===== src/rtl/vga_timing_pkg.sv =====
// 640x480@60 Hz VGA timing constants shared by the clk_50 monitor pipeline.
package vga_timing_pkg;

   localparam int COORD_W = 10;

   localparam int VGA_H_ACTIVE = 640;
   localparam int VGA_H_FP     = 16;
   localparam int VGA_H_SYNC   = 96;
   localparam int VGA_H_BP     = 48;
   localparam int VGA_H_TOTAL  = VGA_H_ACTIVE + VGA_H_FP + VGA_H_SYNC + VGA_H_BP;

   localparam int VGA_V_ACTIVE = 480;
   localparam int VGA_V_FP     = 10;
   localparam int VGA_V_SYNC   = 2;
   localparam int VGA_V_BP     = 33;
   localparam int VGA_V_TOTAL  = VGA_V_ACTIVE + VGA_V_FP + VGA_V_SYNC + VGA_V_BP;

endpackage


===== src/rtl/pixel_tick_gen.sv =====
// Divide-by-2 clock enable: pix_en is high on every second clk_50 cycle, low in reset.
module pixel_tick_gen (
   input  logic clk_50,
   input  logic rst,
   output logic pix_en
);

   always_ff @(posedge clk_50) begin
      if (rst) pix_en <= 1'b0;
      else     pix_en <= ~pix_en;
   end

endmodule


===== src/rtl/vga_sync_gen.sv =====
// VGA sync/coordinate generator running in the clk_50 domain on a 25 MHz pixel enable.
module vga_sync_gen
   import vga_timing_pkg::*;
#(
   parameter int H_ACTIVE = VGA_H_ACTIVE,
   parameter int H_FP     = VGA_H_FP,
   parameter int H_SYNC   = VGA_H_SYNC,
   parameter int H_BP     = VGA_H_BP,
   parameter int V_ACTIVE = VGA_V_ACTIVE,
   parameter int V_FP     = VGA_V_FP,
   parameter int V_SYNC   = VGA_V_SYNC,
   parameter int V_BP     = VGA_V_BP,
   parameter bit SYNC_POL = 1'b0
) (
   input  logic               clk_50,
   input  logic               rst,
   output logic               pix_en,
   output logic [COORD_W-1:0] pixel_x,
   output logic [COORD_W-1:0] pixel_y,
   output logic               hsync,
   output logic               vsync,
   output logic               video_on,
   output logic               frame_start
);

   localparam int H_TOTAL = H_ACTIVE + H_FP + H_SYNC + H_BP;
   localparam int V_TOTAL = V_ACTIVE + V_FP + V_SYNC + V_BP;

   localparam logic [COORD_W-1:0] H_LAST    = COORD_W'(H_TOTAL - 1);
   localparam logic [COORD_W-1:0] V_LAST    = COORD_W'(V_TOTAL - 1);
   localparam logic [COORD_W-1:0] H_VIS     = COORD_W'(H_ACTIVE);
   localparam logic [COORD_W-1:0] V_VIS     = COORD_W'(V_ACTIVE);
   localparam logic [COORD_W-1:0] HS_FIRST  = COORD_W'(H_ACTIVE + H_FP);
   localparam logic [COORD_W-1:0] HS_LAST   = COORD_W'(H_ACTIVE + H_FP + H_SYNC - 1);
   localparam logic [COORD_W-1:0] VS_FIRST  = COORD_W'(V_ACTIVE + V_FP);
   localparam logic [COORD_W-1:0] VS_LAST   = COORD_W'(V_ACTIVE + V_FP + V_SYNC - 1);

   logic [COORD_W-1:0] x_nxt;
   logic [COORD_W-1:0] y_nxt;
   logic               started;
   logic               fs_nxt;

   pixel_tick_gen u_tick (
      .clk_50 (clk_50),
      .rst    (rst),
      .pix_en (pix_en)
   );

   // Next-state counters; line and frame wrap resolve on the same edge.
   always_comb begin
      x_nxt = pixel_x;
      y_nxt = pixel_y;
      if (pix_en) begin
         if (pixel_x == H_LAST) begin
            x_nxt = '0;
            y_nxt = (pixel_y == V_LAST) ? '0 : pixel_y + 1'b1;
         end else begin
            x_nxt = pixel_x + 1'b1;
         end
      end
   end

   // (0,0) is entered either by a frame wrap or by the first edge after reset.
   assign fs_nxt = (x_nxt == '0) && (y_nxt == '0) && (pix_en || !started);

   // Registered stage: flags derived from next-state counters stay aligned with them.
   always_ff @(posedge clk_50) begin
      if (rst) begin
         pixel_x     <= '0;
         pixel_y     <= '0;
         hsync       <= ~SYNC_POL;
         vsync       <= ~SYNC_POL;
         video_on    <= 1'b0;
         frame_start <= 1'b0;
         started     <= 1'b0;
      end else begin
         pixel_x     <= x_nxt;
         pixel_y     <= y_nxt;
         hsync       <= (x_nxt >= HS_FIRST && x_nxt <= HS_LAST) ? SYNC_POL : ~SYNC_POL;
         vsync       <= (y_nxt >= VS_FIRST && y_nxt <= VS_LAST) ? SYNC_POL : ~SYNC_POL;
         video_on    <= (x_nxt < H_VIS) && (y_nxt < V_VIS);
         frame_start <= fs_nxt;
         started     <= 1'b1;
      end
   end

endmodule


===== config.mk =====
export PLATFORM = sky130hd
export DESIGN_NAME = vga_sync_gen
export DESIGN_NICKNAME = d
export VERILOG_FILES = /design/src/rtl/vga_timing_pkg.sv /design/src/rtl/pixel_tick_gen.sv /design/src/rtl/vga_sync_gen.sv
export SDC_FILE = /design/constraint.sdc
export NUM_CORES = 1
export LEC_CHECK = 0
export CAP_MARGIN = 20
export CORE_UTILIZATION = 40
export CTS_CLUSTER_DIAMETER = 100
export DETAILED_ROUTE_END_ITERATION = 10
export PLACE_DENSITY = 0.62
export SLEW_MARGIN = 10
export SYNTH_ARGS = -nofsm -noshare
export SYNTH_HDL_FRONTEND = slang
export SYNTH_SLANG_ARGS = --single-unit
export TNS_END_PERCENT = 50

===== constraint.sdc =====
create_clock -name clk_50 -period 2.22 [get_ports clk_50]
set_input_delay 0.333 -clock clk_50 [delete_from_list [all_inputs] [get_ports clk_50]]
set_output_delay 0.333 -clock clk_50 [all_outputs]
set_load 0.05 [all_outputs]

# Word-level counts from Yosys, hierarchy flattened
# Index checks and enable logic that the tools add are counted.
[totals] reg_bits=26 inputBits=2 word_cells=36
[classes] addsub=2 order_cmp=6 n_eq_ne=2 mux=8 n_bitwise=1 reduce_logical=9
[ops] op="10-bit two-way mux" n=5
[ops] op="10-bit by 1-bit adder with 10-bit output, second input constant" n=2
[ops] op="10-bit equality test, second input constant" n=2
[ops] op="10-bit zero test" n=2
[ops] op="10-bit greater-or-equal comparator, second input constant" n=1
[ops] op="10-bit by 9-bit greater-or-equal comparator with 1-bit output, second input constant" n=1
[ops] op="10-bit less-or-equal comparator, second input constant" n=1
[ops] op="10-bit by 9-bit less-or-equal comparator with 1-bit output, second input constant" n=1
[ops] op="10-bit less-than comparator, second input constant" n=1
[ops] op="10-bit by 9-bit less-than comparator with 1-bit output, second input constant" n=1
[ops] op="1-bit logical AND" n=5
[ops] op="1-bit two-way mux" n=3
[ops] op="1-bit zero test" n=1
[ops] op="1-bit logical OR" n=1
[ops] op="1-bit inverter" n=1

# Logic depth before layout (Yosys ltp)
# Gate-level depths: netlist of the first run.
[depth] ltp_word=7 ltp_mapped=10

# Cells and area by module
# A second synthesis of the first run with hierarchy kept.
[hier_totals] cells_unflattened=191 area_unflattened_um2=1560.2
[by_module_without_submodules] mod="vga_sync_gen" instances=1 cells_each=189 area_each_um2=1536.5
[by_module_without_submodules] mod="pixel_tick_gen" instances=1 cells_each=2 area_each_um2=23.8

# Worst setup path after synthesis of the first run
# No wires, ideal clock.
[synth_timing] path_kind="reg2reg" from="reg pixel_x[0]" to="reg vsync" t_arrival_ns=2.298 path_slack_ns=-0.208 path_stages_with_launch=10 synth_period_minus_slack_ns=2.428 path_cell_list="dfxtp_1 > ha_1 > buf_4 > and4b_4 > and3_1 > buf_2 > nand4_1 > xor2_1 > nor4b_2 > nand3_1"
[synth_via] elab_chain_len=6 elab_cells_between_ends=7
[synth_lines] element="start: declaration" line_no="vga_sync_gen.sv:18" source="output logic [COORD_W-1:0] pixel_x,"
[synth_lines] element="start signal: assignment" line_no="vga_sync_gen.sv:77" source="pixel_x <= x_nxt;"
[synth_lines] element="10-bit equality test (*)" line_no="vga_sync_gen.sv:54" source="if (pixel_x == H_LAST) begin"
[synth_lines] element="10-bit two-way mux (*)" line_no="vga_sync_gen.sv:54"
[synth_lines] element="10-bit two-way mux (*)" line_no="vga_sync_gen.sv:53" source="if (pix_en) begin"
[synth_lines] element="10-bit by 9-bit greater-or-equal comparator with 1-bit output / 10-bit by 9-bit less-or-equal comparator with 1-bit output (equally long branches)" line_no="vga_sync_gen.sv:80" source="vsync <= (y_nxt >= VS_FIRST && y_nxt <= VS_LAST) ? SYNC_POL : ~SYNC_POL;"
[synth_lines] element="1-bit logical AND (*)" line_no="vga_sync_gen.sv:80"
[synth_lines] element="1-bit two-way mux (*)" line_no="vga_sync_gen.sv:80"
[synth_lines] element="end signal: assignment" line_no="vga_sync_gen.sv:72" source="vsync <= ~SYNC_POL;"
[synth_lines] element="end signal: assignment" line_no="vga_sync_gen.sv:80"
[synth_lines] element="end: declaration" line_no="vga_sync_gen.sv:21" source="output logic vsync,"
# Every way passes the cells marked *; elsewhere a longest branch is shown, timed or not.
# A chain may end at the register's enable or synchronous reset.

# Worst setup path after layout of the first run
[layout_timing] from="reg pixel_x[5]" to="out pixel_x[5]"
# No word-level cell between the ends.

==> metrics.md, run 1 <==
| Metric | Value |
|---|---|
| Top cell type's share of synthesized area | 33.6% |
| Ant diodes | 0 |
| Vias post-DR | 1495 |
| Final setup margin | 0.0956 ns |
| Post-route DRC | 0 |
| Total Die Area | 4130 µm² |
| Final setup violation count | 0 |
| Comb pwr share | 8.2% |
| Power, Total | 0.956 mW |
| CTS tree | built |
| Crit path from | pixel_x[5] |
| Internal Pwr Total | 0.747 mW |
| Number of synthesized flops with an enable pin | 0 |
| IO Port Bufs | 26 |
| Clock Power Share | 41.3% |
| Area of the multi-input gates | 931 µm² |
| Pwr dens | 484 nW/µm² |
| Die Width | 64.2 µm |
| Synth cell count leaders | 26 x dfxtp_1, 19 x nor2_1, 16 x nand2_1, 12 x nand3_1 |
| Layout cell share with drive strength beyond 1 | 14.9% |
| Storage cell area | 523 µm² |
| Critical Path Fanout Max | 10 |
| Gr usage total | 20.2% |
| Synth cell types | 45 |
| Max stage delay on crit path | 0.90 ns |
| Top Family by Delay on Critical Path | buffers and inverters |
| Max cap viols | 0 |
| Synthesized area per cell | 8.07 µm² |
| Tcrit/Tclk final | 95.7% |
| Area growth syn-to-layout | 27.4% |
| CP Class | reg -> out |
| Startpoint types | flop |
| First-pass GRT wire length | 6490 µm |
| Ordered cell list for the critical path | clkdlybuf4s50_1 |
| Worst skew pair latency | 0.28 ns |
| Placer Congestion | 0.875 |
| CTS Buf Count | 3 |
| HP Class | reg -> reg |
| Worst Setup End Kind | output port |
| Measured slew at the worst slew-check pin | 0.500 ns |
| First-iteration detailed-routing DRC count | 89 |
| Synthesis warning total | 0 |
| Setup Skew | 0.0103 ns |
| Routed len/inst | 13.9 µm |
| # clock sinks | 26 |
| Main area contributors after synthesis | dfxtp_1 34%, nor2_1 4.6%, xnor2_1 4.5%, xor2_1 4.0%, nand3_1 3.9% |
| Leak pwr | 0.672 nW |
| Post-DP HPWL | 2860 µm |
| Net switching power | 0.209 mW |
| Maximum VDD drop | 0.221 mV |
| Setup Slack @ Placement | 0.169 ns |
| Slowest cell on crit path | clkdlybuf4s50_1 |
| Fin. Hold Viols | 0 |
| Initial Util | 42.0% |
| Most common cell in the netlist | dfxtp_1 |
| RR Startpoint | pixel_x[0] |
| H-tree depth | 1 |
| RSZ-0062 raised after global routing | false |
| Vias per inst | 5.54 |
| Syn_nets | 197 |
| Sequential power share | 50.5% |
| Primary FF master, synth | dfxtp_1 |
| WP data required | 1.89 ns |
| Largest area contributor in the netlist | dfxtp_1 |
| Sequential fraction of the synthesis area | 33.6% |
| Arrival @ worst endpoint | 1.79 ns |
| Max Clk Rate | 471 MHz |
| CORE AREA | 3690 µm² |
| Vias in the first global route | 1413 |
| Post-synth ARST share | 0% |
| Relative slew slack | 66.5% |
| Remaining global-route overflow | 0 |
| Status | completed |
| Final min period | 2.12 ns |
| Detail Route Antenna Nets | 0 |
| Sum Neg Setup Slack | 0 ns |
| Initial antenna violation count | 0 |
| Largest net degree at the start of global routing | 16 |
| CTS root buf | clkbuf_8 |
| Max-slew violations | 0 |
| Final Cell Area | 1970 µm² |
| Fill cell count | 352 |
| Clock Pin Slew Worst Setup and Hold Paths | 0.08 ns |
| I/O Pins | 27 |
| Mapped Area | 1550 µm² |
| Bufs on Longest Clock Path | 2 |
| Vert. Die Dim | 64.2 µm |
| Detailed Route WL | 3760 µm |
| R2R Setup Slk | 0.15 ns |
| Hold Crit Start | pixel_y[1] |
| Std cell rows | 22 |
| #FFs+latches synth | 26 |
| Area after DPL | 1890 µm² |
| Switching share of power | 21.8% |
| Worst Path Buf+Inv | 1 |
| Final hold slack | 0.535 ns |
| First-pass DRT Iterations | 4 |
| NumNets Final | 228 |
| Syn Inst Count | 192 |
-- per-layer routing --
| layer | part of all wire (%) | wire length (µm) | track usage [%] |
|---|---|---|---|
| met2 | 49 | 1860 | 34.7 |
| met4 | 2.2 | 81 | 11.9 |
| met3 | 3.2 | 121 | 3.21 |
| met1 | 45 | 1700 | 23.4 |
| met5 | 0 | 0 | 0 |
-- cell usage in the layout (no fill, tap or decap), types with 3 or more instances in the layout --
cell / instances
nor2_1: 19
buf_4: 13
nand2_1: 16
nand3_1: 12
dfxtp_1: 24
or3_1: 3
a21oi_1: 11
ha_1: 3
or2_2: 4
clkdlybuf4s50_1: 26
clkbuf_8: 3
o21ai_0: 5
inv_1: 8
o31ai_1: 3
xor2_1: 7
nand4_1: 7
nor3_1: 11
xnor2_1: 8
nor4b_2: 3
-- what timing repair did --
action	in CTS	in global routing
hold buffers	0	0
setup buffers	0	1
resized for setup	0	1
endpoints found under the setup margin	0	1
-- worst paths after layout --
kind	to	depth (start not counted)
max	pixel_x[5]	1
min	pixel_y[1]	2
max reg2reg	frame_start	7
min reg2reg	pixel_y[1]	2
-- layout make-up --
class,count,area share [%]
timing repair buffer,39,18.1
clock buffer,3,2.09
sequential,26,26.5
tap,48,3.04
inverter,8,1.52
clock inverter,1,1.52
multi-input combinational,145,47.2
-- power by group through the flow --
stage | sequential, mW | clock, mW | combinational [mW]
2_1_floorplan | 0.512 | 0 | 0.0332
3_3_place_gp | 0.493 | 0 | 0.0778
3_5_place_dp | 0.493 | 0 | 0.0791
4_1_cts | 0.483 | 0.405 | 0.0792
5_1_grt | 0.484 | 0.427 | 0.0849
6_report | 0.483 | 0.395 | 0.0783
-- worst register-to-register path, delay by kind of cell, from the launching register on --
family | cells | cell delay, ns
adder cells (fa/ha/maj) | 1 | 0.20
AO/OA/AOI/OAI | 1 | 0.10
flip-flops | 1 | 0.41
AND/OR/NAND/NOR | 5 | 1.29
-- flip-flops by register name, summed over array words and instances (netlist names) --
register / count
pixel_y: 10
started: 1
frame_start: 1
vsync: 1
hsync: 1
pixel_x: 10
u_tick.pix_en: 1
video_on: 1
-- stage by stage --
stage / std cells / util [%]
global placement: 265 / 51.3
floorplan: 192 / -
finish: 270 / 53.5
CTS: 269 / 53.3
detailed placement: 265 / 51.3
global route: 270 / 53.5
-- logic make-up after synthesis --
logic type / synth area share, %
flops: 33.6
buf+inv: 6.38
simple gates: 34.0
mux: 0.727
xor+xnor: 8.48
fa+ha+maj: 2.42
compound gates: 14.4
No activity file was read; power rests on OpenSTA's default activity.
==> run 2, diff against run 1 <==
- HOLD_SLACK_MARGIN: not set -> 0.1
==> results of run 2 <==
Same layout as run 1: the final DEF is identical, and so are final timing and power.
